$ cat src/rtl/bram_pixel_reader_if.sv
// Pixel stream bundle for bram_pixel_reader.
// Valid/ready handshake carrying one 8-bit pixel plus end-of-frame.
interface bram_pixel_reader_if;
  logic       pix_valid;
  logic       pix_ready;
  logic [7:0] pix_data;
  logic       pix_last;

  modport master (
    output pix_valid,
    output pix_data,
    output pix_last,
    input  pix_ready
  );

  modport slave (
    input  pix_valid,
    input  pix_data,
    input  pix_last,
    output pix_ready
  );
endinterface

$ cat src/rtl/bram_pixel_reader.sv
// Frame BRAM port-B reader: 32-bit words -> 8-bit pixel stream.
// Define BRAM_READER_MSB_FIRST_EN for byte3-first unpacking.
module bram_pixel_reader #(
  parameter int ADDR_W       = 10,
  parameter int NUM_WORDS    = 256,
  parameter int READ_LATENCY = 1
) (
  input  logic              clk,
  input  logic              rst,
  input  logic              start,
  output logic              enb,
  output logic [ADDR_W-1:0] addrb,
  input  logic [31:0]       doutb,
  output logic              busy,
  output logic              done,
  bram_pixel_reader_if.master pix
);

  if (READ_LATENCY != 1 && READ_LATENCY != 2) begin : g_bad_lat
    $error("READ_LATENCY must be 1 or 2");
  end

  localparam logic [ADDR_W-1:0] LAST_ADDR =
    ADDR_W'(NUM_WORDS - 1);
  localparam logic [ADDR_W:0] LAST_WORD =
    (ADDR_W+1)'(NUM_WORDS - 1);

  typedef enum logic [1:0] {
    IDLE,
    READ,
    DRAIN
  } state_t;

  state_t state, state_n;

  logic [ADDR_W-1:0]       addr;
  logic [READ_LATENCY-1:0] vld;
  logic [1:0]              inflight;
  logic [2:0]              occ;
  logic                    cap;

  logic [31:0] fifo_mem [2];
  logic        wr_ptr;
  logic        rd_ptr;
  logic [1:0]  fifo_cnt;

  logic [31:0]   out_word;
  logic          out_full;
  logic          out_is_last;
  logic [1:0]    byte_idx;
  logic [1:0]    sel;
  logic [ADDR_W:0] ld_cnt;

  logic fire;
  logic emptying;
  logic out_free;
  logic bypass;
  logic pop;
  logic push;
  logic load;
  logic last_fire;
  logic [31:0] load_word;

  always_comb begin
    inflight = '0;
    for (int i = 0; i < READ_LATENCY; i++) begin
      inflight = inflight + {1'b0, vld[i]};
    end
  end

  assign occ = {1'b0, fifo_cnt} + {1'b0, inflight};
  assign cap = vld[READ_LATENCY-1];

  assign fire      = out_full && pix.pix_ready;
  assign emptying  = fire && (byte_idx == 2'd3);
  assign out_free  = !out_full || emptying;
  assign pop       = out_free && (fifo_cnt != 2'd0);
  assign bypass    = out_free && (fifo_cnt == 2'd0) && cap;
  assign push      = cap && !bypass;
  assign load      = pop || bypass;
  assign load_word = pop ? fifo_mem[rd_ptr] : doutb;
  assign last_fire = fire && pix.pix_last;

  always_ff @(posedge clk) begin
    if (rst) begin
      state <= IDLE;
    end else begin
      state <= state_n;
    end
  end

  always_comb begin
    state_n = state;
    enb     = 1'b0;
    unique case (state)
      IDLE: begin
        if (start) state_n = READ;
      end
      READ: begin
        enb = (occ < 3'd2);
        if (enb && addr == LAST_ADDR) state_n = DRAIN;
      end
      DRAIN: begin
        if (last_fire) state_n = IDLE;
      end
      default: state_n = IDLE;
    endcase
  end

  assign addrb = addr;
  assign busy  = (state != IDLE);

  always_ff @(posedge clk) begin
    if (rst) begin
      addr <= '0;
      done <= 1'b0;
    end else begin
      done <= (state == DRAIN) && last_fire;
      if (state == IDLE && start) addr <= '0;
      else if (enb) addr <= addr + 1'b1;
    end
  end

  // Read-return tracker: a set bit at the top means doutb is valid now.
  always_ff @(posedge clk) begin
    if (rst) begin
      vld <= '0;
    end else begin
      vld[0] <= enb;
      for (int i = 1; i < READ_LATENCY; i++) begin
        vld[i] <= vld[i-1];
      end
    end
  end

  always_ff @(posedge clk) begin
    if (rst) begin
      wr_ptr      <= 1'b0;
      rd_ptr      <= 1'b0;
      fifo_cnt    <= 2'd0;
      fifo_mem[0] <= '0;
      fifo_mem[1] <= '0;
    end else begin
      if (push) begin
        fifo_mem[wr_ptr] <= doutb;
        wr_ptr           <= ~wr_ptr;
      end
      if (pop) rd_ptr <= ~rd_ptr;
      fifo_cnt <= fifo_cnt + {1'b0, push} - {1'b0, pop};
    end
  end

  always_ff @(posedge clk) begin
    if (rst) begin
      out_word    <= '0;
      out_full    <= 1'b0;
      out_is_last <= 1'b0;
      byte_idx    <= 2'd0;
      ld_cnt      <= '0;
    end else begin
      if (state == IDLE && start) ld_cnt <= '0;
      else if (load) ld_cnt <= ld_cnt + 1'b1;
      if (load) begin
        out_word    <= load_word;
        out_full    <= 1'b1;
        out_is_last <= (ld_cnt == LAST_WORD);
        byte_idx    <= 2'd0;
      end else if (emptying) begin
        out_full <= 1'b0;
        byte_idx <= 2'd0;
      end else if (fire) begin
        byte_idx <= byte_idx + 2'd1;
      end
    end
  end

`ifdef BRAM_READER_MSB_FIRST_EN
  assign sel = 2'd3 - byte_idx;
`else
  assign sel = byte_idx;
`endif

  assign pix.pix_valid = out_full;
  assign pix.pix_data  = out_word[{sel, 3'b000} +: 8];
  assign pix.pix_last  = out_full && out_is_last &&
                         (byte_idx == 2'd3);

endmodule

$ cat src/flat_wrapper.sv
// flat-port wrapper written by rule: the top's interface ports become plain ports
module bram_pixel_reader_flat 
#(
  parameter int ADDR_W       = 10,
  parameter int NUM_WORDS    = 256,
  parameter int READ_LATENCY = 1
)
  (clk, rst, start, enb, addrb, doutb, busy, done, pix_pix_valid, pix_pix_data, pix_pix_last, pix_pix_ready);
  bram_pixel_reader_if pix_i ();
  input  logic clk;
  input  logic rst;
  input  logic start;
  output logic enb;
  output logic [ADDR_W-1:0] addrb;
  input  logic [31:0] doutb;
  output logic busy;
  output logic done;
  output wire logic [$bits(pix_i.pix_valid)-1:0] pix_pix_valid;
  output wire logic [$bits(pix_i.pix_data)-1:0] pix_pix_data;
  output wire logic [$bits(pix_i.pix_last)-1:0] pix_pix_last;
  input wire logic [$bits(pix_i.pix_ready)-1:0] pix_pix_ready;
  assign pix_pix_valid = pix_i.pix_valid;
  assign pix_pix_data = pix_i.pix_data;
  assign pix_pix_last = pix_i.pix_last;
  assign pix_i.pix_ready = pix_pix_ready;
  bram_pixel_reader #(.ADDR_W(ADDR_W), .NUM_WORDS(NUM_WORDS), .READ_LATENCY(READ_LATENCY)) u_core (.clk(clk), .rst(rst), .start(start), .enb(enb), .addrb(addrb), .doutb(doutb), .busy(busy), .done(done), .pix(pix_i));
endmodule
$ cat config.mk
export PLATFORM = sky130hd
export DESIGN_NAME = bram_pixel_reader_flat
export DESIGN_NICKNAME = d
export VERILOG_FILES = /design/src/rtl/bram_pixel_reader_if.sv /design/src/rtl/bram_pixel_reader.sv /design/src/flat_wrapper.sv
export SDC_FILE = /design/constraint.sdc
export NUM_CORES = 1
export LEC_CHECK = 0
export ABC_CLOCK_PERIOD_IN_PS = 3850
export BUFFER_PORTS_ARGS = -buffer_cell sky130_fd_sc_hd__buf_2
export CAP_MARGIN = 5
export CORE_MARGIN = 2
export CORE_UTILIZATION = 45
export CTS_CLUSTER_DIAMETER = 120
export DETAILED_ROUTE_END_ITERATION = 7
export HOLD_SLACK_MARGIN = 0.15
export PLACE_DENSITY_LB_ADDON = 0.15
export SYNTH_ARGS = -nofsm -noshare
export SYNTH_HDL_FRONTEND = slang
export SYNTH_SLANG_ARGS = --single-unit
$ cat constraint.sdc
create_clock -name clk -period 3.85 [get_ports clk]
set_input_delay 0.77 -clock clk [delete_from_list [all_inputs] [get_ports clk]]
set_output_delay 0.77 -clock clk [all_outputs]
set_load 0.03 [all_outputs]
==> flow_summary.ini, run 1 <==
[run_status]
status = finished, final reports clean

[floorplan]
core_region_area_mm2 = 0.0127
io_pins = 59
die_h_um = 119
rows = 41
die_w_um = 119
die_area_mm2 = 0.0141
initial_core_util_pct = 46.5

[yosys]
yosysTopAreaCell = edfxtp_1
synth_edf_count = 64
synth_ff_type = dfxtp_1
yosys-top-cells-count = dfxtp_1, and2_1, edfxtp_1, nor2_1
yosys_warnings = 0
syn_inst = 570
synthTopCellsByArea = edfxtp_1, dfxtp_1, and2_1
synthDistinctLibCells = 39
synthArstFlopShare_pct = 0
synth_area_mm2 = 0.00592
yosys.area.top_type_share_pct = 32.5
ys_ff_latch = 130
ys_seq_area_share_pct = 54.8
avgSynthCellArea_um2 = 10.4
synthesis.nets = 610
yosysMostFrequentCell = dfxtp_1

[layout]
post-route-util_pct = 54.2
nNetsFinal = 656
multi_input_area_mm2 = 0.00254
ff_latch_area_mm2 = 0.00324
design_area_mm2 = 0.00689
drive_above_1_share_pct = 18.8
diodes = 0
fill_cells = 1170
synthToLayoutAreaGrowth_pct = 16.4

[min_path]
hold-path-cell-count = 2
hold_path.class = reg2reg

[routing]
routedWlPerCell_um = 15.9
routed_wl_mm = 12.7
first_pass_iters = 4
vias = 4209
vias_per_cell = 5.25
drc = 0
ant_nets = 0
drt-initial-drc-count = 250

[clocking]
cts_tree = built
clkTransAtPathRegs_ps = 60
clock-sinks = 130
clock_latency_ps = 420
numCtsBuffers = 17
cts_buffer_depth = 2
post_cts_resize_count = 0
hold_buffers = 0
htreeDepth = 4
cts_setup_buffers = 0
root_buffer = clkbuf_16

[worst_setup_path]
start_kind = flop
path_buf_inv = 1
cp_max_fo = 11
reg2reg_depth = 4
arrival_ps = 1940
cp_top_family = flip-flops
critPathKind = reg2out
worstSetupEndpointType = primary output
cp.depth = 3
slowest_stage = dfxtp_1
max_stage_delay_ps = 690
required_ps = 3080
cp_cell_sequence = ha_1 > and3_1 > buf_2

[sta]
slew_violations = 0
finalClockSkew_ps = 9.71
tightest_slew_ps = 1030
setup_viol = 0
fin_setup_tns_ps = 0
fmax_ghz = 0.369
setup_slack_ps = 1140
whs_ps = 494
hold_viol = 0
rsz0062_at_grt = false
fin_crit_ps = 2710
slew_headroom_pct = 31.6
timing.final.crit_share_pct = 70.4

[global_route]
track_usage_pct = 19.2
grt_pass1_wl_mm = 21.3
grt_max_degree = 47
grt-ovfl-total = 0
antenna_found_initial = 0
grt_pass1_vias = 4180

[pwr]
power.leakage_nw = 2.50
max-vdd-ir-drop_mv = 0.329
powerDensity_mw_per_mm2 = 473

[placement]
dpl_cell_area_mm2 = 0.00636
pre_cts_ws_ps = 1120
place_hpwl_mm = 8.65
port_buffers = 58
gp_congestion = 0.790

[job]
drv_cap = 0
==> cell usage in the layout (no fill, tap or decap), types with 5 or more instances in the layout <==
cell type,instances
nand4_1,5
or2_2,6
xor2_1,5
and2_1,65
mux4_2,8
buf_4,8
or3_1,7
nand3_1,5
nand3b_1,32
xnor2_1,8
o21ai_0,10
nor3_1,38
mux2i_1,33
a21oi_1,44
clkbuf_1,5
dfxtp_1,65
buf_2,58
clkinv_2,6
edfxtp_1,64
nor2_1,52
nand2_1,44
clkbuf_16,17
==> tightest hold or removal path, delay by kind of cell, from the launching register on <==
kind | cells | cell delay (ps)
AOI/OAI and AO/OA | 1 | 90
DFF | 1 | 310
and+or+nand+nor | 1 | 50
==> worst paths after layout <==
check	from	endpoint	slack (ps)
hold reg to reg	u_core.ld_cnt[10]	u_core.ld_cnt[10]	490
setup reg to reg	u_core.fifo_cnt[0]	u_core.fifo_mem[0][19]	1140
hold / removal	u_core.ld_cnt[10]	u_core.ld_cnt[10]	490
setup / recovery	u_core.byte_idx[0]	pix_pix_last	1140
==> through the flow <==
step / instances / power (W)
floorplan: 570 / 0.00176
global placement: 769 / 0.00185
detailed placement: 769 / 0.00186
CTS: 801 / 0.00329
global route: 801 / 0.00338
finish: 801 / 0.00326
==> layout make-up <==
cell class / count / area share, %
Sequential cell: 130 / 47.1
Multi-Input combinational cell: 397 / 36.8
Clock buffer: 26 / 7.24
Timing Repair Buffer: 66 / 5.08
Tap cell: 172 / 3.12
Clock inverter: 6 / 0.436
Inverter: 4 / 0.218
==> per-layer routing <==
| layer | GRT usage [%] | share of wire [%] | up-vias |
|---|---|---|---|
| met2 | 29.7 | 46 | 76 |
| li1 | - | - | 2101 |
| met4 | 8.26 | 2.3 | 0 |
| met1 | 25.9 | 48 | 2012 |
| met5 | 0 | 0 | - |
| met3 | 4.34 | 3.4 | 20 |
==> power breakdown <==
part	switching, W	total, W	internal [W]
clock	0.000551	0.00143	0.000883
sequential	0.0000460	0.00156	0.00152
combinational	0.000164	0.000267	0.000103
==> state kept, by name (all words and copies together) (netlist names), 2 cells and up, named ones only <==
name and flops:
u_core.out_word 32, u_core.ld_cnt 11, u_core.byte_idx 2, u_core.addrb 10
u_core.fifo_mem 64, u_core.fifo_cnt 2, u_core.state 2
==> cell families (layout without fill, tap and decap cells) <==
| group | Yosys count | count (layout) | share of synthesized area, % |
|---|---|---|---|
| xor+xnor | 13 | 13 | 1.92 |
| flops | 130 | 130 | 54.8 |
| simple gates | 277 | 277 | 25.3 |
| buf+inv | 43 | 102 | 2.87 |
| mux | 41 | 41 | 8.62 |
| compound gates | 62 | 62 | 5.66 |
| fa+ha+maj | 4 | 4 | 0.845 |
No activity file was read; power rests on OpenSTA's default activity.
==> run 2: changes to the inputs <==
Settings changed: ABC_CLOCK_PERIOD_IN_PS 3850 to 2700.
Clock period 3.85 ns to 2.7 ns, I/O delays scaled along.
==> run 2 against run 1 <==
  * Total power rose by 49%
  * Hold slack got worse by 120 ps
  * Routed wire length rose by 3.6%
  * First-iteration DRC count rose by 12%
  * Highest routed layer unchanged
  * Cell area rose by 2.1%
  * Register-to-register slack got worse by 530 ps
  * Critical path depth did not move
  * Sequential power rose by 42%
  * Global-route usage rose by 0.70 points
==> flow_summary.ini, run 2 (synthesis results as in run 1) <==
[routing]
vias_per_cell = 5.31
vias = 4314
first_pass_iters = 4
drt-initial-drc-count = 279
routed_wl_mm = 13.2
ant_nets = 0
routedWlPerCell_um = 16.3
drc = 0

[job]
drv_cap = 0

[clocking]
cts_setup_buffers = 0
hold_buffers = 0
clock_latency_ps = 420
cts_tree = built
numCtsBuffers = 17
cts_buffer_depth = 2
post_cts_resize_count = 0
htreeDepth = 4
clock-sinks = 130
clkTransAtPathRegs_ps = 60
root_buffer = clkbuf_16

[layout]
diodes = 0
drive_above_1_share_pct = 20.3
fill_cells = 1148
fin_cells = 812
nNetsFinal = 667
layout_common_cells = and2_1, dfxtp_1, edfxtp_1
largest_register = u_core.fifo_mem
largest_reg_flops = 64
design_area_mm2 = 0.00704
synthToLayoutAreaGrowth_pct = 18.9
post-route-util_pct = 55.3
reg_top3 = u_core.fifo_mem: 64 flops, u_core.out_word: 32 flops, u_core.ld_cnt: 11 flops

[worst_setup_path]
cp_max_fo = 10
path_buf_inv = 2
slowest_stage = mux4_2
cp_top_family = multiplexers
worstSetupEndpointType = primary output
cp_cell_sequence = buf_4 > mux4_2 > buf_2
max_stage_delay_ps = 550
required_ps = 2160
reg2reg_depth = 6
arrival_ps = 1730
cp.depth = 3
start_kind = flop
critPathKind = reg2out

[sta]
tightest_slew_ps = 635
fin_setup_tns_ps = 0
hold_viol = 0
fin_crit_ps = 2270
slew_headroom_pct = 57.7
finalClockSkew_ps = 10.7
slew_violations = 0
setup_viol = 0
timing.final.crit_share_pct = 84.2
fmax_ghz = 0.440
whs_ps = 373
rsz0062_at_grt = false

[pwr]
power.leakage_nw = 2.59
p_seq_share_pct = 45.7
max-vdd-ir-drop_mv = 0.343
powerDensity_mw_per_mm2 = 689
cell_internal_pwr_w = 0.00375
pwr-share-clk_pct = 45.9
sw_frac_of_total_pct = 22.6
switchingPower_w = 0.00110
pwr-share-comb_pct = 8.4

[floorplan]
rows = 41
initial_core_util_pct = 46.5
die_w_um = 119
io_pins = 59
die_area_mm2 = 0.0141
die_h_um = 119
core_region_area_mm2 = 0.0127

[run_status]
status = finished, final reports clean

[min_path]
hold_path.class = in2reg
hold-path-cell-count = 2

[placement]
dp_cells = 780
port_buffers = 58
dpl_cell_area_mm2 = 0.00646
gp_congestion = 0.775
place_hpwl_mm = 8.87

[global_route]
track_usage_pct = 19.9
grt-ovfl-total = 0
grt_pass1_wl_mm = 21.9
antenna_found_initial = 0
grt_pass1_vias = 4228
grt_max_degree = 38
-- run 2: changes by cell type in the layout (fill, tap and decap cells not counted), sizes merged --
cell    delta
clkbuf     +2
clkinv     -3
buf       +11
bufinv     +1
-- run 2: worst paths after layout --
kind                      startpoint                      to  slack (ps)
setup / recovery  u_core.byte_idx[0]         pix_pix_data[4]         430
hold / removal                 start         u_core.state[0]         370
setup reg to reg  u_core.byte_idx[0]  u_core.fifo_mem[1][31]         610
hold reg to reg   u_core.out_word[2]      u_core.out_word[2]         490
-- run 2: per-layer routing --
metal / wire (µm) / track usage, %
met5: 0 / 0
met2: 6200 / 30.9
met4: 344 / 8.71
met3: 466 / 4.25
met1: 6190 / 26.9
-- run 2: worst register-to-register path, stage by stage, from the launching register on --
cell and delay (ps):
dfxtp_1 310, ha_1 280, a21boi_4 370, o21ai_2 170, nor3b_2 220, or2_2 150, buf_4 250
-- run 2: final cells by class --
| cell class | count | area [µm²] | share of cell area, % |
|---|---|---|---|
| Clock buffer | 28 | 537 | 7.62 |
| Clock inverter | 4 | 45.0 | 0.640 |
| Inverter | 4 | 15.0 | 0.213 |
| Multi-Input combinational cell | 397 | 2540 | 36.1 |
| Sequential cell | 130 | 3240 | 46.1 |
| Tap cell | 172 | 215 | 3.06 |
| Timing Repair Buffer | 77 | 445 | 6.33 |
-- run 2: stage by stage --
stage          total power [W]  setup WS [ps]
6_report               0.00485            425
5_1_grt                0.00503            347
4_1_cts                0.00489            394
3_5_place_dp           0.00267            558
3_3_place_gp           0.00266            634
2_1_floorplan          0.00251            388
-- run 2: power by group through the flow --
stage	registers (W)	logic, W	clock network [W]
CTS	0.00222	0.000412	0.00226
floorplan	0.00224	0.000279	0
global placement	0.00225	0.000403	0
global route	0.00223	0.000450	0.00235
finish	0.00222	0.000406	0.00223
detailed placement	0.00226	0.000409	0
